**src/rtl/gf256_div_seq.sv**
```systemverilog
// Sequential GF(2^8) divider: q = a * b^254 over the AES field, computed with
// seven square-and-multiply steps between a valid/ready input and output handshake.
module gf256_div_seq #(
    parameter logic [7:0] POLY   = 8'h1B,
    parameter logic [7:0] ZERO_Q = 8'h00
) (
    input  logic       clk,
    input  logic       rst,
    input  logic       in_valid,
    output logic       in_ready,
    input  logic [7:0] a,
    input  logic [7:0] b,
    output logic       out_valid,
    input  logic       out_ready,
    output logic [7:0] q,
    output logic       div_by_zero
);

    typedef enum logic [1:0] {IDLE, CALC, DONE} state_t;

    state_t     state;
    logic [7:0] acc;
    logic [7:0] sq;
    logic [2:0] cnt;
    logic       zflag;
    logic [7:0] sq_n;
    logic [7:0] acc_next;

    // Shift-and-add field multiply; reduction applied whenever the MSB falls off.
    function automatic logic [7:0] gf_mul(input logic [7:0] x, input logic [7:0] y);
        logic [7:0] p;
        logic [7:0] t;
        p = 8'h00;
        t = x;
        for (int i = 0; i < 8; i++) begin
            if (y[i]) p = p ^ t;
            t = t[7] ? ({t[6:0], 1'b0} ^ POLY) : {t[6:0], 1'b0};
        end
        return p;
    endfunction

    assign sq_n     = gf_mul(sq, sq);
    assign acc_next = gf_mul(acc, sq_n);
    assign in_ready = (state == IDLE);

    always_ff @(posedge clk) begin
        if (rst) begin
            state       <= IDLE;
            out_valid   <= 1'b0;
            q           <= 8'h00;
            div_by_zero <= 1'b0;
            acc         <= 8'h00;
            sq          <= 8'h00;
            cnt         <= 3'd0;
            zflag       <= 1'b0;
        end else begin
            case (state)
                IDLE: begin
                    if (in_valid) begin
                        acc   <= a;
                        sq    <= b;
                        zflag <= (b == 8'h00);
                        cnt   <= 3'd0;
                        state <= CALC;
                    end
                end
                CALC: begin
                    // acc accumulates b^2, b^4, ... b^128, i.e. b^254 after seven steps
                    acc <= acc_next;
                    sq  <= sq_n;
                    cnt <= cnt + 3'd1;
                    if (cnt == 3'd6) begin
                        q           <= zflag ? ZERO_Q : acc_next;
                        div_by_zero <= zflag;
                        out_valid   <= 1'b1;
                        state       <= DONE;
                    end
                end
                DONE: begin
                    if (out_ready) begin
                        out_valid <= 1'b0;
                        state     <= IDLE;
                    end
                end
                default: state <= IDLE;
            endcase
        end
    end

endmodule

```
**config.mk**
```make
export PLATFORM = sky130hd
export DESIGN_NAME = gf256_div_seq
export DESIGN_NICKNAME = d
export VERILOG_FILES = /design/src/rtl/gf256_div_seq.sv
export SDC_FILE = /design/constraint.sdc
export NUM_CORES = 1
export LEC_CHECK = 0
export BUFFER_PORTS_ARGS = -buffer_cell sky130_fd_sc_hd__buf_2
export CAP_MARGIN = 20
export CELL_PAD_IN_SITES_DETAIL_PLACEMENT = 0
export CELL_PAD_IN_SITES_GLOBAL_PLACEMENT = 1
export CORE_UTILIZATION = 49
export DETAILED_ROUTE_END_ITERATION = 8
export GPL_ROUTABILITY_DRIVEN = 1
export GPL_TIMING_DRIVEN = 0
export HOLD_SLACK_MARGIN = 0.02
export PLACE_DENSITY_LB_ADDON = 0.1
export SETUP_SLACK_MARGIN = 0.4
export SKIP_CTS_REPAIR_TIMING = 1
export SYNTH_ARGS = -nofsm -noshare
export SYNTH_HDL_FRONTEND = slang
export SYNTH_SLANG_ARGS = --single-unit
```
**constraint.sdc**
```tcl
create_clock -name clk -period 5.87 [get_ports clk]
set_input_delay 0 -clock clk [delete_from_list [all_inputs] [get_ports clk]]
set_output_delay 0 -clock clk [all_outputs]
set_load 0.005 [all_outputs]
```
==> flow_summary.toml, run 1 <==
[die]
pin_count = 31
coreArea_um2 = 6910
die_area_um2 = 7650
dieWidth_um = 87.5
fp.dieH_um = 87.5
start_util_pct = 51.8
fp-row-count = 30

[critical_path]
path_cells = "ha_1, buf_6, xnor2_2, mux2i_1, xnor2_1, xnor2_1, xnor2_2, o211ai_1, a211o_1, a211oi_1, nor4_2"
r2r_slack_ns = 2.31
critPathTopFamily = "XOR/XNOR gates"
worstSetupEndpointType = "flip-flop"
worstPathRequired_ns = 6.02
crit_fanout = 10
cp-start-kind = "flip-flop"
slowest_delay_ns = 0.60
r2r_end = "acc[6]$_SDFFE_PP0P_"
cp.arrival_ns = 3.71
path_buf_inv = 1
ff2ff_path_depth = 11
critPathKind = "reg2reg"
cp_slowest_cell = "xnor2_2"
timing.rr.start = "sq[0]$_SDFFE_PP0P_"

[grt]
grt_pass1_wl_um = 15900
use_met2_pct = 40.3
grt_max_degree = 11
grt_pass1_vias = 3057
grt.total_usage_pct = 27.0
grtUsageMet3_pct = 3.32
grt_busiest_layer = "met1"
use_met1_pct = 40.6
antenna_found_initial = 0
grt_overflow_total = 0

[placed_design]
hpwl_um = 7300
dp_slack_ns = 2.38
finalWeightedCongestion = 0.872
dpl-instance-area_um2 = 3840
port_buffers = 29

[timing]
setup_slack_ns = 2.31
hold_viol = 1
timing.final.crit_share_pct = 60.6
fin_hold_ws_ns = -0.00440
tightest_slew_ns = 0.751
rsz0062_at_grt = "no"
report.final.slew_viol_count = 0
maxSlewHeadroom_pct = 49.7
fin_crit_ns = 3.56
setup_viol = 0
finalSetupTns_ns = 0
fin_worst_skew_ns = 0.00814
fmax_ghz = 0.281

[logic_synthesis]
postSynthCellCount = 465
ys_ff_latch = 32
synth.top_cell.area_share_pct = 17.9
synthDistinctLibCells = 59
syn_area_per_cell_um2 = 7.70
synth.cell_area_um2 = 3580
synth_warnings = 0
synthesis.nets = 488
ys_async_sr_fraction_pct = 0
synth_edf_count = 0
synth-seq-area-share_pct = 17.9
synth_flop_cell = "dfxtp_1"
yosysTopAreaCell = "dfxtp_1"
synth_area_leaders = "dfxtp_1 18%, xnor2_1 16%, nor2_1 7.3%"

[layout]
area_growth_pct = 11.2
final_area_um2 = 3980
fillers = 696
nNetsFinal = 528
drive_above_1_share_pct = 15.6
antenna_cells = 0

[min_path]
hold_depth = 3
hold_class = "in2reg"
min_from = "b[5]"
whs_endpoint = "sq[5]$_SDFFE_PP0P_"

[pwr]
swShare_pct = 49.2
p_clk_share_pct = 7.7
comb_power_share_pct = 80.1
power.switching_mw = 1.13
powerDensity_nw_per_um2 = 575
internal_power_mw = 1.16
cellLeakagePower_nw = 1.55
ir_worst_vdd_mv = 0.295
totalPowerFinal_mw = 2.29
seqPwrFrac_pct = 12.2

[clock_tree]
cts.path.max_buffers = 2
cts_tree = "done"
clock_latency_ns = 0.28
htreeDepth = 2
cts.clk_slew.worst_paths_ns = 0.07
numCtsBuffers = 5
clock-sinks = 32
cts_root_buf = "clkbuf_8"

[drt]
vias = 3352
wire_per_inst_um = 16.0
firstDrtPassIters = 5
via_per_inst = 5.57
finalWirelength_um = 9630
drc = 0
detail-route-antenna-nets = 0
drt_iter0_markers = 225

[run]
maxCapViolations = 0

[status]
status = "complete, but fails checks"
violations = "hold timing"
worst max path at each step:
stage | from | endpoint | slack [ns] | cells past startpoint
floorplan | sq[0]$_SDFFE_PP0P_ | acc[6]$_SDFFE_PP0P_ | 2.85 | 12
global placement | sq[0]$_SDFFE_PP0P_ | acc[6]$_SDFFE_PP0P_ | 2.36 | 11
detailed placement | sq[0]$_SDFFE_PP0P_ | acc[6]$_SDFFE_PP0P_ | 2.38 | 11
CTS | sq[0]$_SDFFE_PP0P_ | acc[6]$_SDFFE_PP0P_ | 2.36 | 11
global route | sq[0]$_SDFFE_PP0P_ | acc[6]$_SDFFE_PP0P_ | 2.08 | 11
finish | sq[0]$_SDFFE_PP0P_ | acc[6]$_SDFFE_PP0P_ | 2.31 | 11
through the flow:
step / hold WS, ns / util [%] / cells
3_3_place_gp: 0.276 / 55.7 / 590
4_1_cts: -0.00780 / 57.0 / 598
2_1_floorplan: 0.155 / - / 465
3_5_place_dp: 0.282 / 55.7 / 590
6_report: -0.00440 / 57.6 / 602
5_1_grt: 0.0239 / 57.6 / 602
metal layers:
| layer | vias to the layer above | wire length (um) | share of wire, % |
|---|---|---|---|
| met5 | - | 0 | 0 |
| met4 | 0 | 179 | 1.9 |
| met3 | 14 | 530 | 5.5 |
| met2 | 116 | 4150 | 43 |
| met1 | 1557 | 4760 | 49 |
| li1 | 1665 | - | - |
flip-flops by register name, summed over array words and instances (netlist names):
signal       count
q                8
state            2
div_by_zero      1
acc              8
zflag            1
sq               8
cnt              3
out_valid        1
cell usage in the layout, fill, tap and decap left out, types with 9 or more instances in the layout:
cell	n
nand2_1	54
buf_2	41
nor2_1	70
nand2b_1	9
xor2_1	20
a21oi_1	20
nor3_1	9
dfxtp_1	32
clkbuf_1	16
and3_1	9
a211oi_1	9
xnor2_1	66
xnor3_1	10
o21ai_0	14
worst register-to-register path: stages (launching register included):
cell      delay, ns
dfxtp_1        0.50
ha_1           0.30
buf_6          0.14
xnor2_2        0.38
mux2i_1        0.27
xnor2_1        0.15
xnor2_1        0.13
xnor2_2        0.60
o211ai_1       0.23
a211o_1        0.36
a211oi_1       0.29
nor4_2         0.08
Yosys cell counts (6+ instances only):
cell type,n
nor2_1,70
xnor2_1,66
nand2_1,54
dfxtp_1,32
a21oi_1,20
xor2_1,20
clkbuf_1,15
o21ai_0,14
buf_2,12
xnor3_1,10
a211oi_1,9
and3_1,9
nand2b_1,9
nor3_1,9
mux2i_1,8
nor2b_1,8
buf_4,7
a221oi_1,6
inv_1,6
final cells by class:
type,instances,area [um^2],area share [%]
clock inverters,1,7.51,0.189
repair buffers,33,185,4.66
flip-flops and latches,32,641,16.1
plain buffers,39,218,5.47
well taps,96,120,3.02
clock buffers,7,86.3,2.17
inverters,8,30.0,0.755
multi-input cells,386,2690,67.6
power by group through the flow:
stage	registers (mW)	logic [mW]	clock network (mW)
floorplan	0.274	1.42	0
global placement	0.283	1.79	0
finish	0.278	1.83	0.177
CTS	0.278	1.80	0.181
detailed placement	0.283	1.80	0
global route	0.282	1.98	0.191
logic make-up after synthesis:
family                     after synthesis  share of synthesized area, %
DFF                                     32                          17.9
xor gates and xnor gates               101                          30.1
buffers and inverters                   47                          6.92
AOI/OAI and AO/OA                       92                          18.0
adders and majority gates                3                          1.05
muxes                                   10                          2.87
and+or+nand+nor                        180                          23.1
Note: power is estimated with default switching activity, not from simulation.
==> inputs of run 2 (changes only) <==
--- a/config.mk
+++ b/config.mk
@@ -9,7 +9,7 @@
 export CAP_MARGIN = 20
 export CELL_PAD_IN_SITES_DETAIL_PLACEMENT = 0
 export CELL_PAD_IN_SITES_GLOBAL_PLACEMENT = 1
-export CORE_UTILIZATION = 49
+export CORE_UTILIZATION = 45
 export DETAILED_ROUTE_END_ITERATION = 8
 export GPL_ROUTABILITY_DRIVEN = 1
 export GPL_TIMING_DRIVEN = 0
==> constraint.sdc (replaced) <==
create_clock -name clk -period 3.3 [get_ports clk]
set_input_delay 0 -clock clk [delete_from_list [all_inputs] [get_ports clk]]
set_output_delay 0 -clock clk [all_outputs]
set_load 0.005 [all_outputs]
==> flow_summary.toml, run 2 (synthesis results as in run 1) <==
[critical_path]
worstPathRequired_ns = 3.49
crit_top_cell = "xnor2_1"
r2r_slack_ns = 0.17
r2r_end = "acc[5]$_SDFFE_PP0P_"
ff2ff_path_depth = 13
cp-endpoint = "acc[5]$_SDFFE_PP0P_"
critPathKind = "reg2reg"
cp_slowest_cell = "xnor3_2"
worstSetupEndpointType = "flip-flop"
path_cells = "ha_4, buf_8, xnor2_4, mux2i_1, xor2_1, xnor2_1, xnor2_1, buf_6, buf_4, nor2b_4, xnor3_2, xnor2_2, a211oi_1"
critPathTopFamily = "XOR/XNOR gates"
timing.rr.start = "sq[7]$_SDFFE_PP0P_"
crit_fanout = 5
slowest_delay_ns = 0.47
path_buf_inv = 3
cp.arrival_ns = 3.32
crit_start = "sq[7]$_SDFFE_PP0P_"
cp-start-kind = "flip-flop"
cp.depth = 13

[layout]
layout_common_cells = "67 x nor2_1, 53 x xnor2_1, 52 x nand2_1, 37 x buf_2"
final_common_cell = "nor2_1"
drive_above_1_share_pct = 28.8
reg_top3 = "acc (8), q (8), sq (8)"
antenna_cells = 0
fin_cells = 636
area_growth_pct = 27.5
nNetsFinal = 556
fillers = 731
fin_util_pct = 59.0

[drt]
met3_wirelength_um = 583
routed-wl-met2_um = 4740
detail-route-antenna-nets = 0
firstDrtPassIters = 5
highest_layer = "met4"
wire_per_inst_um = 16.3
drc = 0
wl_met1_um = 4940
drt_iter0_markers = 203
via_per_inst = 5.42
vias = 3448
finalWirelength_um = 10400

[clock_tree]
cts.path.max_buffers = 2
cts_tree = "done"
clock-sinks = 32
cts.clk_slew.worst_paths_ns = 0.07
htreeDepth = 2
clock_latency_ns = 0.29
cts_root_buf = "clkbuf_8"
numCtsBuffers = 5

[grt]
grt.total_usage_pct = 24.9
grt_pass1_wl_um = 16400
grt_pass1_vias = 3160
grt_overflow_total = 0
grt_max_degree = 11
antenna_found_initial = 0

[timing]
rsz0062_at_grt = "yes"
finalSetupTns_ns = 0
fin_hold_ws_ns = -0.00935
setup_slack_ns = 0.171
tightest_slew_ns = 0.778
maxSlewHeadroom_pct = 47.8
report.final.slew_viol_count = 0
fmax_ghz = 0.320
setup_viol = 0
fin_crit_ns = 3.13
timing.final.crit_share_pct = 94.8
fin_worst_skew_ns = 0.0118
hold_viol = 1

[placed_design]
finalWeightedCongestion = 0.826
port_buffers = 29
dp_cells = 596
dp_slack_ns = -0.0582
hpwl_um = 7480

[die]
start_util_pct = 46.3
fp-row-count = 32
coreArea_um2 = 7730
fp.dieH_um = 91.2
dieWidth_um = 91.2
die_area_um2 = 8310
pin_count = 31

[min_path]
min_from = "b[4]"
hold_class = "in2reg"

[status]
violations = "hold timing"
status = "complete, but fails checks"

[pwr]
cellLeakagePower_nw = 1.81
ir_worst_vdd_mv = 0.425
powerDensity_nw_per_um2 = 1080
totalPowerFinal_mw = 4.93

[run]
maxCapViolations = 0
==> run 2: worst reg2reg max path, stage by stage, from the launching register on <==
cell	delay [ns]
dfxtp_4	0.36
ha_4	0.24
buf_8	0.14
xnor2_4	0.23
mux2i_1	0.25
xor2_1	0.20
xnor2_1	0.11
xnor2_1	0.26
buf_6	0.15
buf_4	0.14
nor2b_4	0.13
xnor3_2	0.47
xnor2_2	0.18
a211oi_1	0.20
==> run 2: routing by layer <==
| layer | GRT usage, % | vias to the layer above |
|---|---|---|
| li1 | - | 1719 |
| met1 | 35.8 | 1598 |
| met2 | 40.1 | 123 |
| met3 | 2.01 | 8 |
| met4 | 6.75 | 0 |
| met5 | 0 | - |
==> run 2: where the power goes <==
| part | total (mW) | internal (mW) | switching, mW |
|---|---|---|---|
| clock | 0.318 | 0.169 | 0.149 |
| sequential | 0.497 | 0.444 | 0.0524 |
| combinational | 4.12 | 2.01 | 2.10 |
| total | 4.93 | 2.63 | 2.30 |
==> run 2: through the flow <==
step	area [um^2]	hold WS (ns)
2_1_floorplan	3600	0.155
3_3_place_gp	3870	0.271
3_5_place_dp	3870	0.275
4_1_cts	3960	-0.0274
5_1_grt	4560	0.0346
6_report	4560	-0.00935
==> run 2: how the worst min path moves through the flow <==
stage                                     to  slack, ns  cells after the start
after floorplan           sq[0]$_SDFFE_PP0P_       0.15                      2
after global placement    sq[1]$_SDFFE_PP0P_       0.27                      3
after detailed placement  sq[1]$_SDFFE_PP0P_       0.27                      3
after CTS                 sq[1]$_SDFFE_PP0P_      -0.03                      3
after global routing      sq[4]$_SDFFE_PP0P_       0.03                      3
final                     sq[4]$_SDFFE_PP0P_     -0.009                      3
==> run 2: area by class of cell <==
cell class                      count  area (um^2)  area share (%)
Multi-Input combinational cell    386         2970            65.2
Tap cell                          102          128            2.80
Clock buffer                        7         86.3            1.89
Inverter                            8         30.0           0.658
Sequential cell                    32          649            14.2
Timing Repair Buffer               61          438            9.60
Clock inverter                      1         7.51           0.165
Buffer                             39          250            5.49
==> inputs of run 3 (changes only) <==
--- a/config.mk
+++ b/config.mk
@@ -5,12 +5,12 @@
 export SDC_FILE = /design/constraint.sdc
 export NUM_CORES = 1
 export LEC_CHECK = 0
-export BUFFER_PORTS_ARGS = -buffer_cell sky130_fd_sc_hd__buf_2
-export CAP_MARGIN = 20
+export CAP_MARGIN = 5
 export CELL_PAD_IN_SITES_DETAIL_PLACEMENT = 0
 export CELL_PAD_IN_SITES_GLOBAL_PLACEMENT = 1
-export CORE_UTILIZATION = 45
+export CORE_UTILIZATION = 48
 export DETAILED_ROUTE_END_ITERATION = 8
+export DONT_BUFFER_PORTS = 1
 export GPL_ROUTABILITY_DRIVEN = 1
 export GPL_TIMING_DRIVEN = 0
 export HOLD_SLACK_MARGIN = 0.02
==> flow_summary.toml, run 3 (synthesis results as in run 1) <==
[critical_path]
cp-start-kind = "flip-flop"
cp_slowest_cell = "xnor3_2"
cp.arrival_ns = 3.32
critPathKind = "reg2reg"
r2r_end = "acc[6]$_SDFFE_PP0P_"
path_cells = "ha_4, buf_6, buf_6, nor2b_4, xnor2_1, a22oi_1, xnor3_2, or3_4, o211a_1, o211ai_1, and4_4, nor4_4"
path_buf_inv = 2
timing.rr.start = "sq[0]$_SDFFE_PP0P_"
worstPathRequired_ns = 3.46
slowest_delay_ns = 0.49
critPathTopFamily = "simple AND/OR/NAND/NOR gates"
r2r_slack_ns = 0.13
ff2ff_path_depth = 12
crit_fanout = 4
crit_top_cell = "buf_6"
worstSetupEndpointType = "flip-flop"

[drt]
finalWirelength_um = 10700
vias = 3456
drt_iter0_markers = 329
firstDrtPassIters = 5
detail-route-antenna-nets = 0
drc = 0
wire_per_inst_um = 17.7
via_per_inst = 5.67

[timing]
report.final.slew_viol_count = 0
fmax_ghz = 0.316
fin_hold_ws_ns = -0.00903
hold_viol = 2
fin_crit_ns = 3.17
finalSetupTns_ns = 0
setup_viol = 0
timing.final.crit_share_pct = 96.0
rsz0062_at_grt = "yes"
maxSlewHeadroom_pct = 48.0
tightest_slew_ns = 0.775
fin_worst_skew_ns = 0.00655

[pwr]
powerDensity_nw_per_um2 = 1140
ir_worst_vdd_mv = 0.506
cellLeakagePower_nw = 1.73

[placed_design]
hpwl_um = 7340
port_buffers = 0
dpl-instance-area_um2 = 3720
finalWeightedCongestion = 0.851

[grt]
grt_pass1_wl_um = 16000
grt_overflow_total = 0
antenna_found_initial = 0
grt.total_usage_pct = 26.8
grt_pass1_vias = 3081
grt_max_degree = 11

[die]
fp-row-count = 31
pin_count = 31
start_util_pct = 49.6
coreArea_um2 = 7210
dieWidth_um = 88.3
fp.dieH_um = 88.3
die_area_um2 = 7800

[layout]
reg_top3 = "acc (8), q (8), sq (8)"
nNetsFinal = 533
final_common_cell = "nor2_1"
drive_above_1_share_pct = 23.7
area_growth_pct = 26.3
final_area_um2 = 4520
layout_common_cells = "67 x nor2_1, 52 x nand2_1, 52 x xnor2_1, 30 x dfxtp_1, 24 x buf_4"
antenna_cells = 0

[min_path]
hold_depth = 2
min_from = "a[5]"
whs_endpoint = "acc[5]$_SDFFE_PP0P_"
hold_class = "in2reg"

[clock_tree]
cts_root_buf = "clkbuf_8"
cts.clk_slew.worst_paths_ns = 0.07
numCtsBuffers = 5
cts_tree = "done"
clock_latency_ns = 0.29
cts.path.max_buffers = 2
htreeDepth = 2
clock-sinks = 32

[status]
violations = "hold timing"
status = "complete, but fails checks"

[run]
maxCapViolations = 0
-- run 3: cell types whose count changed in the layout (fill, tap and decap cells not counted), moves of 2 or more --
cell	change
buf_2	-29
dlygate4sd3_1	+9
buf_4	-5
o21ai_2	+3
xnor2_4	+3
buf_6	+2
clkbuf_2	-2
o21ai_1	-2
xnor2_2	-2
-- run 3: through the flow --
step           util [%]  hold WS (ns)  total power, mW  worst slack (ns)  std cells
2_1_floorplan         -         0.155             3.04             0.401        465
3_5_place_dp       51.6         0.171             3.72           -0.0253        564
3_3_place_gp       51.6         0.163             3.70         -0.000103        564
5_1_grt            62.6        0.0233             5.45            0.0186        609
4_1_cts            52.7        -0.129             4.03           -0.0409        571
6_report           62.6      -0.00903             5.15             0.133        609
-- run 3: final cells by class --
class,count,area (um^2)
multi-input cells,386,3020
clock inverters,1,5.00
inverters,8,30.0
repair buffers,38,372
clock buffers,6,72.6
fillers,680,2700
plain buffers,39,248
well taps,99,124
flip-flops and latches,32,646
-- run 3: worst reg2reg max path, stage by stage, from the launching register on --
cell	delay, ns
dfxtp_4	0.36
ha_4	0.26
buf_6	0.11
buf_6	0.12
nor2b_4	0.04
xnor2_1	0.11
a22oi_1	0.19
xnor3_2	0.49
or3_4	0.35
o211a_1	0.14
o211ai_1	0.46
and4_4	0.35
nor4_4	0.05
-- run 3: metal layers --
layer	track usage [%]	vias up	wire [um]
met5	0	-	0
met4	7.18	0	126
met3	2.15	13	557
met2	43.6	121	5040
met1	38.2	1646	5020
li1	-	1676	-
-- run 3: power breakdown --
part	internal [mW]	switching (mW)	total (mW)
logic	2.09	2.28	4.37
clock network	0.143	0.144	0.288
registers	0.444	0.0499	0.494
total	2.68	2.47	5.15
-- run 3: how the worst max path moves through the flow --
stage                       start                  end  slack (ns)  depth (start not counted)
2_1_floorplan  sq[0]$_SDFFE_PP0P_  acc[6]$_SDFFE_PP0P_        0.40                         12
3_3_place_gp   sq[0]$_SDFFE_PP0P_    q[6]$_SDFFE_PP0P_     -0.0001                         11
3_5_place_dp   sq[0]$_SDFFE_PP0P_    q[6]$_SDFFE_PP0P_       -0.03                         11
4_1_cts        sq[0]$_SDFFE_PP0P_    q[6]$_SDFFE_PP0P_       -0.04                         11
5_1_grt        sq[7]$_SDFFE_PP0P_  acc[6]$_SDFFE_PP0P_        0.02                         12
6_report       sq[0]$_SDFFE_PP0P_  acc[6]$_SDFFE_PP0P_        0.13                         12
